## src/rtl/l2_conv_sequencer.sv

```systemverilog
// l2_conv_sequencer: control sequencer for the layer-2 convolution datapath.
// Loads the L2 input buffer, then four filters, then for each window clears
// the window/accumulators, fills the window, runs the MAC pass and writes
// one OFM word. All outputs are registered alongside the state.
// Optional build macro: L2_PERF_CNT_EN adds the busy_cycles counter output.
module l2_conv_sequencer #(
    parameter int BUF_DEPTH = 64,
    parameter int FILT_LEN  = 16,
    parameter int WIN_LEN   = 16,
    parameter int NUM_WIN   = 48,
    parameter int STRIDE    = 1
) (
    input  logic        clk,
    input  logic        rst,
    input  logic        start,
    output logic        ready,
    output logic        done,
    output logic        wEnBuff,
    output logic [5:0]  buffAddress,
    output logic [3:0]  wEnFilter,
    output logic [5:0]  filterCount,
    output logic        writeEnwindow,
    output logic        winRst,
    output logic        readEnmac,
    output logic        addEn,
    output logic [5:0]  macCount,
    output logic        wrofm,
    output logic [7:0]  ofmaddr
`ifdef L2_PERF_CNT_EN
    ,
    output logic [15:0] busy_cycles
`endif
);

    localparam logic [5:0] BUF_LAST  = 6'(BUF_DEPTH - 1);
    localparam logic [5:0] FILT_LAST = 6'(FILT_LEN - 1);
    localparam logic [5:0] WIN_LAST  = 6'(WIN_LEN - 1);
    localparam logic [7:0] WIDX_LAST = 8'(NUM_WIN - 1);

    typedef enum logic [2:0] {
        IDLE, LOAD_BUF, LOAD_FILT, WIN_RST, WIN_FILL, MAC, WRITE, DONE
    } state_t;

    state_t      state;
    logic [5:0]  cnt;
    logic [1:0]  filtSel;
    logic [7:0]  winIdx;
    logic [5:0]  winBase;

    // Window start address; the 6-bit truncation gives the modulo-64 wrap.
    assign winBase = 6'(32'(winIdx) * STRIDE);
    assign ofmaddr = winIdx;

    // Sequencer FSM: each branch sets the registered outputs of the state it enters.
    always_ff @(posedge clk or negedge rst) begin
        if (!rst) begin
            state         <= IDLE;
            cnt           <= '0;
            filtSel       <= '0;
            winIdx        <= '0;
            ready         <= 1'b1;
            done          <= 1'b0;
            wEnBuff       <= 1'b0;
            buffAddress   <= '0;
            wEnFilter     <= '0;
            filterCount   <= '0;
            writeEnwindow <= 1'b0;
            winRst        <= 1'b0;
            readEnmac     <= 1'b0;
            addEn         <= 1'b0;
            macCount      <= '0;
            wrofm         <= 1'b0;
        end else begin
            done          <= 1'b0;
            wEnBuff       <= 1'b0;
            buffAddress   <= '0;
            wEnFilter     <= '0;
            filterCount   <= '0;
            writeEnwindow <= 1'b0;
            winRst        <= 1'b0;
            readEnmac     <= 1'b0;
            addEn         <= 1'b0;
            macCount      <= '0;
            wrofm         <= 1'b0;
            case (state)
                IDLE: begin
                    ready <= 1'b1;
                    if (start) begin
                        state       <= LOAD_BUF;
                        cnt         <= '0;
                        winIdx      <= '0;
                        ready       <= 1'b0;
                        wEnBuff     <= 1'b1;
                        buffAddress <= '0;
                    end
                end
                LOAD_BUF: begin
                    if (cnt == BUF_LAST) begin
                        state       <= LOAD_FILT;
                        cnt         <= '0;
                        filtSel     <= '0;
                        wEnFilter   <= 4'b0001;
                        filterCount <= '0;
                    end else begin
                        cnt         <= cnt + 6'd1;
                        wEnBuff     <= 1'b1;
                        buffAddress <= cnt + 6'd1;
                    end
                end
                LOAD_FILT: begin
                    if (cnt == FILT_LAST) begin
                        cnt <= '0;
                        if (filtSel == 2'd3) begin
                            state  <= WIN_RST;
                            winIdx <= '0;
                            winRst <= 1'b1;
                        end else begin
                            filtSel     <= filtSel + 2'd1;
                            wEnFilter   <= 4'b0001 << (filtSel + 2'd1);
                            filterCount <= '0;
                        end
                    end else begin
                        cnt         <= cnt + 6'd1;
                        wEnFilter   <= 4'b0001 << filtSel;
                        filterCount <= cnt + 6'd1;
                    end
                end
                WIN_RST: begin
                    state         <= WIN_FILL;
                    cnt           <= '0;
                    writeEnwindow <= 1'b1;
                    buffAddress   <= winBase;
                end
                WIN_FILL: begin
                    if (cnt == WIN_LAST) begin
                        state     <= MAC;
                        cnt       <= '0;
                        readEnmac <= 1'b1;
                        addEn     <= 1'b1;
                        macCount  <= '0;
                    end else begin
                        cnt           <= cnt + 6'd1;
                        writeEnwindow <= 1'b1;
                        buffAddress   <= winBase + cnt + 6'd1;
                    end
                end
                MAC: begin
                    if (cnt == WIN_LAST) begin
                        state <= WRITE;
                        cnt   <= '0;
                        wrofm <= 1'b1;
                    end else begin
                        cnt       <= cnt + 6'd1;
                        readEnmac <= 1'b1;
                        addEn     <= 1'b1;
                        macCount  <= cnt + 6'd1;
                    end
                end
                WRITE: begin
                    if (winIdx == WIDX_LAST) begin
                        state <= DONE;
                        done  <= 1'b1;
                    end else begin
                        state  <= WIN_RST;
                        winIdx <= winIdx + 8'd1;
                        winRst <= 1'b1;
                    end
                end
                DONE: begin
                    state  <= IDLE;
                    ready  <= 1'b1;
                    winIdx <= '0;
                end
                default: begin
                    state <= IDLE;
                    ready <= 1'b1;
                end
            endcase
        end
    end

`ifdef L2_PERF_CNT_EN
    // Count cycles spent away from IDLE, saturating; restart on each accepted start.
    always_ff @(posedge clk or negedge rst) begin
        if (!rst) begin
            busy_cycles <= '0;
        end else if (state == IDLE && start) begin
            busy_cycles <= '0;
        end else if (!ready && busy_cycles != 16'hFFFF) begin
            busy_cycles <= busy_cycles + 16'd1;
        end
    end
`endif

endmodule

```

## config.mk

```make
export PLATFORM = sky130hd
export DESIGN_NAME = l2_conv_sequencer
export DESIGN_NICKNAME = d
export VERILOG_FILES = /design/src/rtl/l2_conv_sequencer.sv
export SDC_FILE = /design/constraint.sdc
export NUM_CORES = 1
export LEC_CHECK = 0
export BUFFER_PORTS_ARGS = -buffer_cell sky130_fd_sc_hd__buf_2
export CORE_ASPECT_RATIO = 1.4
export CORE_UTILIZATION = 35
export CTS_BUF_LIST = sky130_fd_sc_hd__clkbuf_4
export CTS_CLUSTER_SIZE = 40
export DETAILED_ROUTE_END_ITERATION = 10
export GPL_TIMING_DRIVEN = 0
export PLACE_DENSITY = 0.66
export SLEW_MARGIN = 10
export SYNTH_ARGS = -nofsm -noshare
export SYNTH_HDL_FRONTEND = slang
export SYNTH_SLANG_ARGS = --single-unit
```

## constraint.sdc

```tcl
create_clock -name clk -period 1.72 [get_ports clk]
set_input_delay 0.086 -clock clk [delete_from_list [all_inputs] [get_ports clk]]
set_output_delay 0.086 -clock clk [all_outputs]
set_load 0.01 [all_outputs]
```

======== Yosys cells after proc, flatten, opt, wreduce, memory -nomap -nowiden ========
Cells that the tools add are included.
word-level totals
  input port bits ......................... 3
  word-level logic and storage cells ...... 96
  output and inout bits ................... 38
  register bits after elaboration ......... 48
cells by class
  shifts and indexed selects .............. 2
  add/sub/neg operators ................... 5
  equality and inequality tests ........... 19
  reductions and logical operators ........ 10
  muxes and demuxes ....................... 45
operator list
  cell                 number
  $mux 6               6
  $mux 8               4
  $pmux 8 s4           1
  $pmux 3 s8           1
  $pmux 6 s4           1
  $mux 3               7
  $pmux 6 s3           1
  $ne 2x2->1 const B   8
  $add 6x1->6 const B  2
  $eq 3x3->1 const B   4
  $mux 1               12
  $pmux 1 s2           5
  $add 8x1->8 const B  1
  $eq 8x6->1 const B   1
  $mux 4               2
  $pmux 4 s2           1
  $reduce_bool 4->1    2
  $shl 1x2->4 const A  2
  $add 6x6->6          1
  $eq 3x2->1 const B   2
  $eq 6x4->1 const B   1
  $eq 6x6->1 const B   1
  $mux 2               3
  $reduce_and 6->1     1
  10 further kinds     11

======== Longest topological paths before layout ========
Gate-level depths: netlist of the first run.
  word-level depth ........................ 5
  mapped depth ............................ 8
  depth with buffers taken out ............ 8

======== Least setup slack after synthesis of the first run ========
No wires, ideal clock.
  path kind ............................... reg-to-reg
  start point ............................. register winIdx[1], in the netlist ofmaddr[1]
  end point ............................... register buffAddress[5]
  data arrival time ....................... 1.768 ns
  period minus slack after synthesis ...... 1.890 ns
  slack ................................... -0.170 ns
  stages on the path, launching flop included .. 7
  data required time ...................... 1.598 ns
  library setup time ...................... 0.122 ns
  path through ............................ dfrtp_1 ha_1 nor2b_1 o31a_1 o311ai_0 mux2i_1 nand2_1
on the way
  cells in the longest elaborated chain, start to end .. 4
ends and longest elaborated chain
  what                    line  text
  start, declared         47    logic [7:0] winIdx;
  start signal, assigned  165   winIdx <= winIdx + 8'd1;
  $add 6x6->6             144   buffAddress <= winBase + cnt + 6'd1;
  $add 6x1->6             144
  $mux 6                  135   if (cnt == WIN_LAST) begin
  $pmux 6 s3              85    case (state)
  end signal, assigned    107   buffAddress <= cnt + 6'd1;
  end signal, assigned    132   buffAddress <= winBase;
  end signal, assigned    144
  end, declared           19    output logic [5:0] buffAddress,
Every way passes these cells.
A chain may end at the register's enable or synchronous reset.

======== Worst setup path after layout of the first run ========
  start point ............................. register cnt[4]
  end point ............................... register winIdx[3], in the netlist ofmaddr[3]
on the way
  cells in the longest elaborated chain, start to end .. 3
ends and longest elaborated chain
  what                               line  text
  start, declared                    45    logic [5:0] cnt;
  start signal, assigned             105   cnt <= cnt + 6'd1;
  start signal, assigned             123   cnt <= cnt + 6'd1;
  start signal, assigned             142   cnt <= cnt + 6'd1;
  $eq 6x4->1                         111   if (cnt == FILT_LAST) begin
  $ne 2x2->1 (no source line)        -
  $reduce_and 5->1 (no source line)  -
Every way passes these cells.

==> impl_metrics.ini, run 1 <==
[clocking]
htree_num_levels = 2
cts.clk_slew.worst_paths_ns = 0.15
clockBufferDepth = 2
cts-buffers-inserted = 5
cts.sinks = 48
clk_latency_ns = 0.36
cts_root_buf = clkbuf_4
cts_tree = done

[power]
peakVddDrop_uv = 543
p_leak_nw = 1.68
power_density_nw_per_um2 = 1320

[placement]
gp_congestion = 0.852
placed_area_um2 = 2900
numPortBuffers = 40
post-place-ws_ns = -0.331
dpl.hpwl_um = 4480
placedCellCount = 405

[critical_path]
critPathSlowestCell = dfrtp_2
critPathLaunchType = register
cp.required_ns = 2.02
rrSetupSlack_ns = -0.12
slowest_delay_ns = 0.47
crit_chain = or2_4 > o32ai_4 > a2bb2oi_4 > or3_4 > a21oi_2
endpoint_kind = register
crit_path_max_fanout = 6
path_class = register to register
crit_arrival_ns = 2.14

[logic_synthesis]
synth_warnings = 0
syn_area_um2 = 2550
yosys.area.top_type = dfrtp_1
synthCells = 270
yosysMostFrequentCell = dfrtp_1
syn_nets = 286
ys_seq_area_frac = 0.472
post_synth.cell_area_avg_um2 = 9.43
synthTopCellsByCount = dfrtp_1, nor2_1, nand2_1
synth_ff_type = dfrtp_1
yosysTopAreaCellShare = 0.462
synthTopCellsByArea = dfrtp_1, ha_1, nor2_1
synth-edff-count = 0
synth-seq-cells = 48
async_reset_ff_frac = 1.00
yosys.cell_types.count = 53

[sta]
tightest_slew_ns = 1.06
fmax_ghz = 0.543
finalHoldViolCount = 0
relSlewSlack = 0.292
fin_crit_ns = 1.84
drv_slew = 0
skew_ns = 0.00833
finalSetupViolations = 12
min_period_over_period = 1.07
finalWorstSetupSlack_ns = -0.122
rsz0062_at_grt = yes
fin_tns_setup_ns = -0.654

[finish]
drive_gt1_frac = 0.462
diodes = 0
syn_to_final_growth_pct = 41.7
fill_cells = 620
final_util = 0.517
fin_area_um2 = 3610
nNetsFinal = 372
instances_no_fill = 452

[grt]
grt_pass1_wl_um = 11000
grt_overflow = 0
antenna_found_initial = 0
grt_max_degree = 49
grt_usage = 0.188
grt_pass1_vias = 2259

[job]
max_cap_violations = 0

[routing]
finalWirelength_um = 6910
dr.pass1.iters = 4
ant_nets = 0
vias_per_cell = 5.17
vias = 2337
wl_per_cell_um = 15.3
drc = 0
dr.first_iter.drc_count = 176

[floorplan]
die-height_um = 103
ios = 41
rows = 36
dieWidth_um = 74.1
die_area_um2 = 7620
core_um2 = 6980
initial_utilization = 0.365

[hold_path]
min-delay-path-class = input pin to register

[run_status]
violations = negative setup slack
outcome = finished, violations left
power breakdown:
group / leakage (nW) / total (mW) / internal, mW / switching, mW
Sequential: 0.622 / 1.59 / 1.37 / 0.213
Clock: 0.0418 / 0.698 / 0.311 / 0.387
Combinational: 1.02 / 2.48 / 1.15 / 1.33
Total: 1.68 / 4.76 / 2.84 / 1.93
critical path, delay by kind of cell (launching register included):
kind	cells	cell delay, ns
and+or+nand+nor	2	0.64
DFF	1	0.47
AOI/OAI and AO/OA	3	0.66
logic make-up after synthesis:
group,after synthesis,synth area share
adders and majority gates,13,0.0668
AOI/OAI and AO/OA,64,0.169
and+or+nand+nor,109,0.208
buffers and inverters,24,0.0413
DFF,48,0.472
xor gates and xnor gates,10,0.0344
muxes,2,0.00835
worst paths after layout:
kind | end | from | depth (start not counted)
worst max-delay path | ofmaddr[3] | cnt[4] | 5
max in group asynchronous | ofmaddr[2] | rst | 2
worst min-delay path | ready | start | 4
min in group asynchronous | macCount[1] | rst | 2
worst min register to register | ofmaddr[7] | ofmaddr[7] | 2
worst max register to register | ofmaddr[3] | cnt[4] | 5
cell usage in the layout (no fill, tap or decap), drive strengths merged, types with 8 or more instances in the layout:
cell / instances
dfrtp: 47
nand2: 33
o21ai: 20
buf: 85
ha: 12
clkbuf: 8
nand3: 10
inv: 15
a21oi: 17
nor2: 36
routing by layer:
metal  vias to the layer above  share of wire  global-route usage  wire (um)
met3                        22          0.037              0.0283        259
met5                         -              0                   0          0
met2                        71           0.53               0.334       3680
met4                         0          0.034              0.0784        236
met1                      1137           0.40               0.222       2730
li1                       1107              -                   -          -
stage by stage:
step / total power [mW] / hold WS, ns
2_1_floorplan: 2.72 / -0.210
3_3_place_gp: 3.21 / 0.331
3_5_place_dp: 3.26 / 0.355
4_1_cts: 4.37 / 0.00363
5_1_grt: 5.09 / 0.0455
6_report: 4.76 / 0.0218
state kept, by name, summed over array words and instances, names as in the netlist, 2 cells and up:
signal,cells
macCount,6
state,3
filterCount,6
ofmaddr,8
cnt,6
filtSel,2
buffAddress,6
wEnFilter,4
area by class of cell:
| type | count | area [um2] | area share |
|---|---|---|---|
| plain buffers | 7 | 48.8 | 0.0135 |
| clock buffers | 5 | 37.5 | 0.0104 |
| clock inverters | 3 | 46.3 | 0.0128 |
| inverters | 14 | 52.6 | 0.0146 |
| multi-input cells | 198 | 1530 | 0.424 |
| flip-flops and latches | 48 | 1220 | 0.338 |
| well taps | 95 | 119 | 0.0329 |
| repair buffers | 82 | 556 | 0.154 |
repair_timing:
action	4_1_cts	5_1_grt
resized for setup	41	58
setup buffers	26	15
setup endpoints to repair	37	32
pin swaps	17	25
hold buffers	1	0
endpoints found under the hold margin	47	0
Note: power is estimated with default switching activity, not from simulation.
==> run 2, diff against run 1 <==
--- a/config.mk
+++ b/config.mk
@@ -7,12 +7,12 @@
 export LEC_CHECK = 0
 export BUFFER_PORTS_ARGS = -buffer_cell sky130_fd_sc_hd__buf_2
 export CORE_ASPECT_RATIO = 1.4
-export CORE_UTILIZATION = 35
+export CORE_UTILIZATION = 53
 export CTS_BUF_LIST = sky130_fd_sc_hd__clkbuf_4
 export CTS_CLUSTER_SIZE = 40
 export DETAILED_ROUTE_END_ITERATION = 10
 export GPL_TIMING_DRIVEN = 0
-export PLACE_DENSITY = 0.66
+export PLACE_DENSITY = 0.89
 export SLEW_MARGIN = 10
 export SYNTH_ARGS = -nofsm -noshare
 export SYNTH_HDL_FRONTEND = slang
==> run 2 against run 1 <==
The flow finishes with violations (negative hold slack, negative setup slack). Combinational power is essentially flat. Fmax decreased by 1.1%. Via count is 13% higher. Die area down 33%. Sequential share of layout area rose by 1.5 points. Register-to-register slack worse by 0.02 ns.
==> impl_metrics.ini, run 2 (synthesis gave the netlist of run 1 again) <==
[placement]
gp_congestion = 0.945
post-place-ws_ns = -0.228
numPortBuffers = 40
dpl.hpwl_um = 4010

[critical_path]
cp.required_ns = 2.01
critPathLaunchType = register
crit_arrival_ns = 2.15
path_class = register to register
endpoint_kind = register
crit_path_max_fanout = 5

[grt]
grt_pass1_vias = 2431
grt_pass1_wl_um = 11200
grt_usage = 0.294
grt_overflow = 0
antenna_found_initial = 0
grt_max_degree = 49

[routing]
vias_per_cell = 6.32
ant_nets = 0
drc = 0
dr.pass1.iters = 6
vias = 2635
wl_per_cell_um = 19.8
finalWirelength_um = 8250
dr.first_iter.drc_count = 215

[finish]
largest_register_ffs = 8
final_util = 0.755
diodes = 0
nNetsFinal = 370
drive_gt1_frac = 0.428
final_common_cell = buf_2
syn_to_final_growth_pct = 35.6
ff_latch_area_um2 = 1220
fill_cells = 257
multi_input_area_um2 = 1470
final_cell_mix = buf_2, buf_4, dfrtp_1

[clocking]
htree_num_levels = 2
cts.sinks = 48
cts-buffers-inserted = 5
cts.clk_slew.worst_paths_ns = 0.15
clockBufferDepth = 2
cts_root_buf = clkbuf_4
clk_latency_ns = 0.39
cts_tree = done

[run_status]
violations = negative hold slack, negative setup slack
outcome = finished, violations left

[power]
total_power_mw = 4.75
power_density_nw_per_um2 = 1380
peakVddDrop_uv = 889
p_leak_nw = 1.64

[sta]
min_period_over_period = 1.08
skew_ns = 0.0122
drv_slew = 0
tightest_slew_ns = 1.02
finalWorstSetupSlack_ns = -0.141
fmax_ghz = 0.537
finalHoldViolCount = 1
timing.hold.ws_ns = -0.00595
relSlewSlack = 0.319
finalSetupViolations = 13
rsz0062_at_grt = yes
fin_crit_ns = 1.86

[floorplan]
die-height_um = 84.0
initial_utilization = 0.557
ios = 41
die_area_um2 = 5090
rows = 29
dieWidth_um = 60.6
core_um2 = 4570

[job]
max_cap_violations = 0

[hold_path]
min-delay-path-class = input pin to register
==> run 2: path summary, 6_finish.rpt <==
check                       start         end  slack (ns)  cells after the start
min in group asynchronous     rst  ofmaddr[4]        0.39                      2
setup / recovery           cnt[0]  filtSel[0]       -0.14                      6
setup reg to reg           cnt[0]  filtSel[0]       -0.14                      6
max in group asynchronous     rst      cnt[0]        0.62                      2
hold reg to reg             ready       ready        0.61                      2
hold / removal              start       ready      -0.006                      4
==> run 2: routing by layer <==
metal / GRT usage / part of all wire / up-vias
met2: 0.483 / 0.49 / 225
met3: 0.0543 / 0.081 / 78
met5: 0 / 0 / -
met4: 0.190 / 0.076 / 0
li1: - / - / 1101
met1: 0.335 / 0.35 / 1231
==> run 2: critical path, stage by stage, from the launching register on <==
cell and delay, ns:
dfrtp_2 0.44, ha_4 0.19, nand3_4 0.14, nor2_1 0.35
nand2_1 0.16, a21o_1 0.21, mux2_2 0.27
==> run 2: layout make-up <==
class                           count  area share
Sequential cell                    48       0.353
Buffer                              8      0.0163
Timing Repair Buffer               78       0.144
Clock buffer                        5      0.0109
Tap cell                           62      0.0225
Clock inverter                      3      0.0134
Multi-Input combinational cell    199       0.425
Inverter                           14      0.0152
==> run 2: through the flow <==
step	cell area, um2	TNS, ns	instances
floorplan	2580	-0.0585	270
global placement	2860	-2.34	372
detailed placement	2860	-3.66	372
CTS	3220	-0.251	404
global route	3450	-1.49	417
finish	3450	-0.925	417
==> run 2: timing repair <==
item,in CTS,in global routing
endpoints found under the hold margin,47,0
setup endpoints to repair,35,27
hold buffers,1,0
pin swaps,12,10
gates resized for setup,31,39
gates cloned,1,0
buffers inserted,22,15
==> run 2: where the power goes <==
group,internal (mW),switching [mW],total [mW],leakage (nW)
Combinational,1.01,1.44,2.45,0.972
Sequential,1.37,0.221,1.60,0.622
Clock,0.311,0.396,0.707,0.0418
Total,2.70,2.06,4.75,1.64
